==> src/rtl/riscv_ctrl_pkg.sv <==
// rtl/riscv_ctrl_pkg.sv - shared types and opcode constants for the multi-cycle RV32I control FSM
package riscv_ctrl_pkg;

  typedef enum logic [2:0] {
    ST_FETCH  = 3'd0,
    ST_DECODE = 3'd1,
    ST_EXEC   = 3'd2,
    ST_MEM    = 3'd3,
    ST_WB     = 3'd4,
    ST_TRAP   = 3'd5
  } state_t;

  localparam logic [6:0] OPC_LOAD   = 7'b0000011;
  localparam logic [6:0] OPC_STORE  = 7'b0100011;
  localparam logic [6:0] OPC_BRANCH = 7'b1100011;
  localparam logic [6:0] OPC_JAL    = 7'b1101111;
  localparam logic [6:0] OPC_JALR   = 7'b1100111;
  localparam logic [6:0] OPC_OP_IMM = 7'b0010011;
  localparam logic [6:0] OPC_OP     = 7'b0110011;
  localparam logic [6:0] OPC_LUI    = 7'b0110111;
  localparam logic [6:0] OPC_AUIPC  = 7'b0010111;

  typedef enum logic [1:0] {
    PC_PLUS4 = 2'd0,
    PC_IMM   = 2'd1,
    PC_ALU   = 2'd2
  } pc_sel_t;

  typedef enum logic [1:0] {
    WB_ALU = 2'd0,
    WB_MEM = 2'd1,
    WB_PC4 = 2'd2,
    WB_IMM = 2'd3
  } wb_sel_t;

  typedef enum logic [1:0] {
    ALU_ADD    = 2'b00,
    ALU_CMP    = 2'b01,
    ALU_RFUNCT = 2'b10,
    ALU_IFUNCT = 2'b11
  } alu_op_t;

  typedef enum logic [1:0] {
    TRAP_NONE    = 2'd0,
    TRAP_ILLEGAL = 2'd1,
    TRAP_TIMEOUT = 2'd2
  } trap_cause_t;

  typedef enum logic [3:0] {
    CLS_R       = 4'd0,
    CLS_I_ALU   = 4'd1,
    CLS_LOAD    = 4'd2,
    CLS_STORE   = 4'd3,
    CLS_BRANCH  = 4'd4,
    CLS_JAL     = 4'd5,
    CLS_JALR    = 4'd6,
    CLS_LUI     = 4'd7,
    CLS_AUIPC   = 4'd8,
    CLS_ILLEGAL = 4'd9
  } op_class_t;

  function automatic logic is_mem_class(op_class_t c);
    return (c == CLS_LOAD) || (c == CLS_STORE);
  endfunction

endpackage

==> src/rtl/multicycle_ctrl_if.sv <==
// rtl/multicycle_ctrl_if.sv - controller <-> datapath/memory signal bundle
interface multicycle_ctrl_if;

  logic [31:0] instr;
  logic        mem_ready;
  logic        branch_taken;
  logic        ir_we;
  logic        pc_we;
  logic [1:0]  pc_sel;
  logic        mem_req;
  logic        mem_we;
  logic        addr_sel;
  logic        alu_src_a;
  logic        alu_src_b;
  logic [1:0]  alu_op;
  logic        reg_we;
  logic [1:0]  wb_sel;
  logic [1:0]  trap_cause;
  logic [2:0]  state_o;

  modport master (
    input  instr, mem_ready, branch_taken,
    output ir_we, pc_we, pc_sel, mem_req, mem_we, addr_sel,
           alu_src_a, alu_src_b, alu_op, reg_we, wb_sel, trap_cause, state_o
  );

  modport slave (
    output instr, mem_ready, branch_taken,
    input  ir_we, pc_we, pc_sel, mem_req, mem_we, addr_sel,
           alu_src_a, alu_src_b, alu_op, reg_we, wb_sel, trap_cause, state_o
  );

endinterface

==> src/rtl/ctrl_op_class.sv <==
// rtl/ctrl_op_class.sv - classifies an RV32I instruction and flags illegal encodings
module ctrl_op_class
  import riscv_ctrl_pkg::*;
(
  input  logic [31:0] instr,
  output op_class_t   op_class
);

  logic [6:0] opcode;
  logic [2:0] funct3;
  logic       unused_bits;

  assign opcode      = instr[6:0];
  assign funct3      = instr[14:12];
  assign unused_bits = ^{instr[31:15], instr[11:7]};

  always_comb begin
    op_class = CLS_ILLEGAL;
    case (opcode)
      OPC_OP:     op_class = CLS_R;
      OPC_OP_IMM: op_class = CLS_I_ALU;
      OPC_LUI:    op_class = CLS_LUI;
      OPC_AUIPC:  op_class = CLS_AUIPC;
      OPC_JAL:    op_class = CLS_JAL;
      // only word-sized memory accesses are supported by this core
      OPC_LOAD:   if (funct3 == 3'b010) op_class = CLS_LOAD;
      OPC_STORE:  if (funct3 == 3'b010) op_class = CLS_STORE;
      OPC_BRANCH: if (funct3 != 3'b010 && funct3 != 3'b011) op_class = CLS_BRANCH;
      OPC_JALR:   if (funct3 == 3'b000) op_class = CLS_JALR;
      default:    op_class = CLS_ILLEGAL;
    endcase
  end

endmodule

==> src/rtl/multicycle_ctrl.sv <==
// rtl/multicycle_ctrl.sv - FETCH/DECODE/EXEC/MEM/WB sequencer with illegal-op and memory-timeout traps
module multicycle_ctrl
  import riscv_ctrl_pkg::*;
#(
  parameter int WAIT_MAX = 255,
  parameter int CNT_W    = 8
) (
  input logic               clk,
  input logic               reset,
  multicycle_ctrl_if.master bus
);

  // the wait cycle that would bring the count to WAIT_MAX is the last one tolerated
  localparam logic [CNT_W-1:0] CNT_LAST = CNT_W'(WAIT_MAX - 1);

  state_t           state;
  trap_cause_t      trap_cause;
  logic [CNT_W-1:0] wait_cnt;
  op_class_t        op_class;

  ctrl_op_class u_op_class (
    .instr    (bus.instr),
    .op_class (op_class)
  );

  always_ff @(posedge clk or posedge reset) begin
    if (reset) begin
      state      <= ST_FETCH;
      wait_cnt   <= '0;
      trap_cause <= TRAP_NONE;
    end else begin
      case (state)
        ST_FETCH, ST_MEM: begin
          if (bus.mem_ready) begin
            wait_cnt <= '0;
            if (state == ST_FETCH)          state <= ST_DECODE;
            else if (op_class == CLS_LOAD)  state <= ST_WB;
            else                            state <= ST_FETCH;
          end else if (wait_cnt == CNT_LAST) begin
            wait_cnt   <= '0;
            state      <= ST_TRAP;
            trap_cause <= TRAP_TIMEOUT;
          end else begin
            wait_cnt <= wait_cnt + CNT_W'(1);
          end
        end
        ST_DECODE: begin
          if (op_class == CLS_ILLEGAL) begin
            state      <= ST_TRAP;
            trap_cause <= TRAP_ILLEGAL;
          end else begin
            state <= ST_EXEC;
          end
        end
        ST_EXEC: begin
          if (op_class == CLS_BRANCH)        state <= ST_FETCH;
          else if (is_mem_class(op_class))   state <= ST_MEM;
          else                               state <= ST_WB;
        end
        ST_WB:   state <= ST_FETCH;
        default: state <= ST_TRAP;
      endcase
    end
  end

  logic    ir_we, pc_we, mem_req, mem_we, addr_sel, alu_src_a, alu_src_b, reg_we;
  pc_sel_t pc_sel;
  alu_op_t alu_op;
  wb_sel_t wb_sel;

  // outputs are forced low while reset is held so nothing leaks during the async assert
  always_comb begin
    ir_we     = 1'b0;
    pc_we     = 1'b0;
    mem_req   = 1'b0;
    mem_we    = 1'b0;
    addr_sel  = 1'b0;
    alu_src_a = 1'b0;
    alu_src_b = 1'b0;
    reg_we    = 1'b0;
    pc_sel    = PC_PLUS4;
    alu_op    = ALU_ADD;
    wb_sel    = WB_ALU;
    if (!reset) begin
      case (state)
        ST_FETCH: begin
          mem_req = 1'b1;
          ir_we   = bus.mem_ready;
        end
        ST_EXEC: begin
          case (op_class)
            CLS_R:     alu_op = ALU_RFUNCT;
            CLS_I_ALU: begin
              alu_src_b = 1'b1;
              alu_op    = ALU_IFUNCT;
            end
            CLS_LOAD, CLS_STORE, CLS_JALR: alu_src_b = 1'b1;
            CLS_AUIPC: begin
              alu_src_a = 1'b1;
              alu_src_b = 1'b1;
            end
            CLS_BRANCH: begin
              alu_op = ALU_CMP;
              pc_we  = 1'b1;
              pc_sel = bus.branch_taken ? PC_IMM : PC_PLUS4;
            end
            default: ;
          endcase
        end
        ST_MEM: begin
          mem_req  = 1'b1;
          addr_sel = 1'b1;
          mem_we   = (op_class == CLS_STORE);
          pc_we    = (op_class == CLS_STORE) && bus.mem_ready;
        end
        ST_WB: begin
          reg_we = 1'b1;
          pc_we  = 1'b1;
          case (op_class)
            CLS_LOAD: wb_sel = WB_MEM;
            CLS_LUI:  wb_sel = WB_IMM;
            CLS_JAL: begin
              wb_sel = WB_PC4;
              pc_sel = PC_IMM;
            end
            CLS_JALR: begin
              wb_sel = WB_PC4;
              pc_sel = PC_ALU;
            end
            default: ;
          endcase
        end
        default: ;
      endcase
    end
  end

  assign bus.ir_we      = ir_we;
  assign bus.pc_we      = pc_we;
  assign bus.pc_sel     = pc_sel;
  assign bus.mem_req    = mem_req;
  assign bus.mem_we     = mem_we;
  assign bus.addr_sel   = addr_sel;
  assign bus.alu_src_a  = alu_src_a;
  assign bus.alu_src_b  = alu_src_b;
  assign bus.alu_op     = alu_op;
  assign bus.reg_we     = reg_we;
  assign bus.wb_sel     = wb_sel;
  assign bus.trap_cause = trap_cause;
  assign bus.state_o    = reset ? 3'd0 : state;

endmodule

==> src/flat_wrapper.sv <==
// flat-port wrapper written by rule: the top's interface ports become plain ports
module multicycle_ctrl_flat import riscv_ctrl_pkg::*;
#(
  parameter int WAIT_MAX = 255,
  parameter int CNT_W    = 8
)
  (clk, reset, bus_instr, bus_mem_ready, bus_branch_taken, bus_ir_we, bus_pc_we, bus_pc_sel, bus_mem_req, bus_mem_we, bus_addr_sel, bus_alu_src_a, bus_alu_src_b, bus_alu_op, bus_reg_we, bus_wb_sel, bus_trap_cause, bus_state_o);
  multicycle_ctrl_if bus_i ();
  input logic clk;
  input logic reset;
  input wire logic [$bits(bus_i.instr)-1:0] bus_instr;
  input wire logic [$bits(bus_i.mem_ready)-1:0] bus_mem_ready;
  input wire logic [$bits(bus_i.branch_taken)-1:0] bus_branch_taken;
  output wire logic [$bits(bus_i.ir_we)-1:0] bus_ir_we;
  output wire logic [$bits(bus_i.pc_we)-1:0] bus_pc_we;
  output wire logic [$bits(bus_i.pc_sel)-1:0] bus_pc_sel;
  output wire logic [$bits(bus_i.mem_req)-1:0] bus_mem_req;
  output wire logic [$bits(bus_i.mem_we)-1:0] bus_mem_we;
  output wire logic [$bits(bus_i.addr_sel)-1:0] bus_addr_sel;
  output wire logic [$bits(bus_i.alu_src_a)-1:0] bus_alu_src_a;
  output wire logic [$bits(bus_i.alu_src_b)-1:0] bus_alu_src_b;
  output wire logic [$bits(bus_i.alu_op)-1:0] bus_alu_op;
  output wire logic [$bits(bus_i.reg_we)-1:0] bus_reg_we;
  output wire logic [$bits(bus_i.wb_sel)-1:0] bus_wb_sel;
  output wire logic [$bits(bus_i.trap_cause)-1:0] bus_trap_cause;
  output wire logic [$bits(bus_i.state_o)-1:0] bus_state_o;
  assign bus_i.instr = bus_instr;
  assign bus_i.mem_ready = bus_mem_ready;
  assign bus_i.branch_taken = bus_branch_taken;
  assign bus_ir_we = bus_i.ir_we;
  assign bus_pc_we = bus_i.pc_we;
  assign bus_pc_sel = bus_i.pc_sel;
  assign bus_mem_req = bus_i.mem_req;
  assign bus_mem_we = bus_i.mem_we;
  assign bus_addr_sel = bus_i.addr_sel;
  assign bus_alu_src_a = bus_i.alu_src_a;
  assign bus_alu_src_b = bus_i.alu_src_b;
  assign bus_alu_op = bus_i.alu_op;
  assign bus_reg_we = bus_i.reg_we;
  assign bus_wb_sel = bus_i.wb_sel;
  assign bus_trap_cause = bus_i.trap_cause;
  assign bus_state_o = bus_i.state_o;
  multicycle_ctrl #(.WAIT_MAX(WAIT_MAX), .CNT_W(CNT_W)) u_core (.clk(clk), .reset(reset), .bus(bus_i));
endmodule
==> config.mk <==
export PLATFORM = sky130hd
export DESIGN_NAME = multicycle_ctrl_flat
export DESIGN_NICKNAME = d
export VERILOG_FILES = /design/src/rtl/riscv_ctrl_pkg.sv /design/src/rtl/multicycle_ctrl_if.sv /design/src/rtl/ctrl_op_class.sv /design/src/rtl/multicycle_ctrl.sv /design/src/flat_wrapper.sv
export SDC_FILE = /design/constraint.sdc
export NUM_CORES = 1
export LEC_CHECK = 0
export BUFFER_PORTS_ARGS = -buffer_cell sky130_fd_sc_hd__buf_2
export CELL_PAD_IN_SITES_DETAIL_PLACEMENT = 1
export CELL_PAD_IN_SITES_GLOBAL_PLACEMENT = 2
export CORE_ASPECT_RATIO = 0.5
export CORE_MARGIN = 2
export CORE_UTILIZATION = 21
export DETAILED_ROUTE_END_ITERATION = 10
export PLACE_DENSITY_LB_ADDON = 0.1
export SYNTH_ARGS = -nofsm -noshare
export SYNTH_HDL_FRONTEND = slang
export SYNTH_SLANG_ARGS = --single-unit
export TNS_END_PERCENT = 5
==> constraint.sdc <==
create_clock -name clk -period 2.2 [get_ports clk]
set_input_delay 0.44 -clock clk [delete_from_list [all_inputs] [get_ports clk]]
set_output_delay 0.44 -clock clk [all_outputs]
set_load 0.01 [all_outputs]
==> run metrics <==
total detailed-routing wirelength 4220 um; Die H 57.4 um; Netlist cell types 42; #FFs+latches synth 13; largest net degree at the start of global routing 17; hold_buf cts 0; fin nets 275; predominant post-synthesis flop cell dfrtp_1; Peak Freq 387 MHz; DR pass1 iterations 4; Setup crit start kind primary input; Pleak ~0.86 nW; Flop pwr share 0.291; clock slew at reported path FFs 50 ps; final instance area approximately 0.0019 mm2; gr ovfl total 0; Starting Density 0.218; Port Buffers 32; Sw Ratio 0.380; Worst EP required approximately 1800 ps; Syn Nets between 200 and 250; reg2reg path depth 6; post-DP HPWL 3390 um; Worst R2R Start u_core.state[1]; Inserted Diodes 0; path type of the worst setup path primary input to output pin; RSZ-0062 raised after global routing true; non-filler cells, final 309; crit path launch bus_instr[12]; Min Clock Period, post-route 2590 ps; post-synth top area cell dfrtp_1; Cells after Synth 169; die width 111 um; Arrival @ worst endpoint 2150 ps; Layout area overhead 55.1%; post-synthesis instance area ~0.0012 mm2; status finished, violations left; CP endpoint kind output pin; Worst-Skew Late Latency 240 ps; commonest cells in the netlist nor2_1, o21ai_0, nand2_1, dfrtp_1, a21oi_1; Comb power frac 0.431; sequential fraction of the synthesis area 0.272; clock skew between 1.5 and 2 ps; initial antenna violation count 0; All-Layer GR Usage 0.138; Avg Cell Area, Syn 7.08 um2; largest cells by area after synthesis dfrtp_1, o21ai_0, nor2_1; Placed Area 0.00172 mm2; Detailed Route Iter0 Violations 28; CTS tree yes; worst-path maximum fanout 3; failing checks setup timing; dpl cells about 300; die area approximately 0.0064 mm2; Fin. Hold Viols 0; Hold WS 285 ps; share of layout cells above drive strength 1 0.369; Residual DRC 0; synth warn 0; vias per cell 4.86; final setup TNS -1850 ps; pwr/cell area approximately 680 mW/mm2; io pins 55; Max clock buf depth 2; Max Cap Violations 0; Tightest Pin Transition 345 ps; vias in the first global route 1,602; Core Util, Final 0.338; ANT nets after route 0; # rows 19; max-slew violation count 0; H-Tree Depth 1; first-pass GRT wire length 7200 um; vias between 1,500 and 2,000; Num CTS Buffers 3; FFs w/ async S/R, synth 1.00; GP Congestion approximately 0.77; Hold Crit Class primary input to asynchronous set/reset pin; Max-slew headroom 0.770; VDD IR-drop max 0.223 mV; Psw 0.477 mW; final worst-path cycle share 1.18; Post-synth EDFFs 0; top-count cell post-synth nor2_1; root buffer cell clkbuf_16; Final Worst Setup Slack -386 ps; Clock Power Share 0.279; cell-internal power 0.779 mW; Sink Count 13; core area 0.00549 mm2; post-synth top area share 0.272; WL/cell 13.7 um; Final setup viols 8
==> power groups by stage <==
stage / clock [mW] / sequential [mW] / combinational (mW)
floorplan: 0 / 0.338 / 0.344
global placement: 0 / 0.364 / 0.527
detailed placement: 0 / 0.367 / 0.537
CTS: 0.357 / 0.364 / 0.544
global route: 0.369 / 0.382 / 0.622
finish: 0.350 / 0.365 / 0.541
==> cells in the final DEF, fill, tap and decap left out, types with 2 or more instances in the layout <==
cell type / instances
buf_4: 39
buf_2: 30
nor2_1: 20
o21ai_0: 16
nand2_1: 16
dfrtp_1: 13
nand3_1: 8
a21oi_1: 8
nor2b_1: 6
nand4_1: 6
nand2b_1: 6
inv_1: 6
and3_1: 5
nor3_1: 4
or3_1: 3
o21ai_1: 3
or3_4: 3
nand3b_1: 3
o31ai_1: 3
clkbuf_16: 3
buf_6: 3
and3b_1: 2
a311o_1: 2
o21a_1: 2
ha_1: 2
==> through the flow <==
stage / power (mW) / worst slack (ps)
6_report: 1.26 / -386
2_1_floorplan: 0.681 / -207
4_1_cts: 1.27 / -400
5_1_grt: 1.37 / -459
3_5_place_dp: 0.904 / -474
3_3_place_gp: 0.891 / -438
==> repair_timing <==
action                     4_1_cts  5_1_grt
setup buffers                    0        0
setup endpoints to repair        9       10
gates resized for setup          9        5
pin swaps                        2        2
==> critical path, cell delays in order <==
cell and delay, ps:
buf_6 90, or3b_4 420, nand3b_1 90, o21ai_1 60
a311o_1 300, or3_4 380, a311oi_2 190, buf_2 160
==> path summary, 6_finish.rpt <==
path | to | slack, ps
max in group asynchronous | u_core.state[1] | 1740
worst min register to register | u_core.bus.trap_cause[0] | 490
min in group clk | u_core.bus.trap_cause[0] | 490
worst min-delay path | u_core.bus.trap_cause[0] | 290
worst max-delay path | bus_alu_src_b | -390
worst max register to register | u_core.wait_cnt[4] | 190
==> layer usage <==
metal / up-vias / global-route usage / routed length, um
met5: - / 0 / 0
met4: 0 / 0.0429 / 38
met3: 4 / 0.0159 / 77
met2: 15 / 0.259 / 2030
met1: 731 / 0.170 / 2070
li1: 751 / - / -
==> registers in the layout, indices dropped and copies added (netlist names) <==
| signal | flops |
|---|---|
| u_core.bus.trap_cause | 2 |
| u_core.state | 3 |
| u_core.wait_cnt | 8 |
==> kinds of logic (layout without fill, tap and decap cells) <==
family / Yosys count / after routing / share of synthesized area
xor+xnor: 2 / 2 / 0.0146
flops: 13 / 13 / 0.272
buf+inv: 15 / 82 / 0.0492
simple gates: 91 / 91 / 0.404
compound gates: 46 / 46 / 0.240
fa+ha+maj: 2 / 2 / 0.0209
==> cell type report <==
cell class,instances,area (um2)
clock inverters,1,5.00
well taps,73,91.3
fillers,684,3640
multi-input cells,141,860
flip-flops and latches,13,325
inverters,6,22.5
repair buffers,72,477
clock buffers,3,75.1
Power figures use the tool's default switching activity.
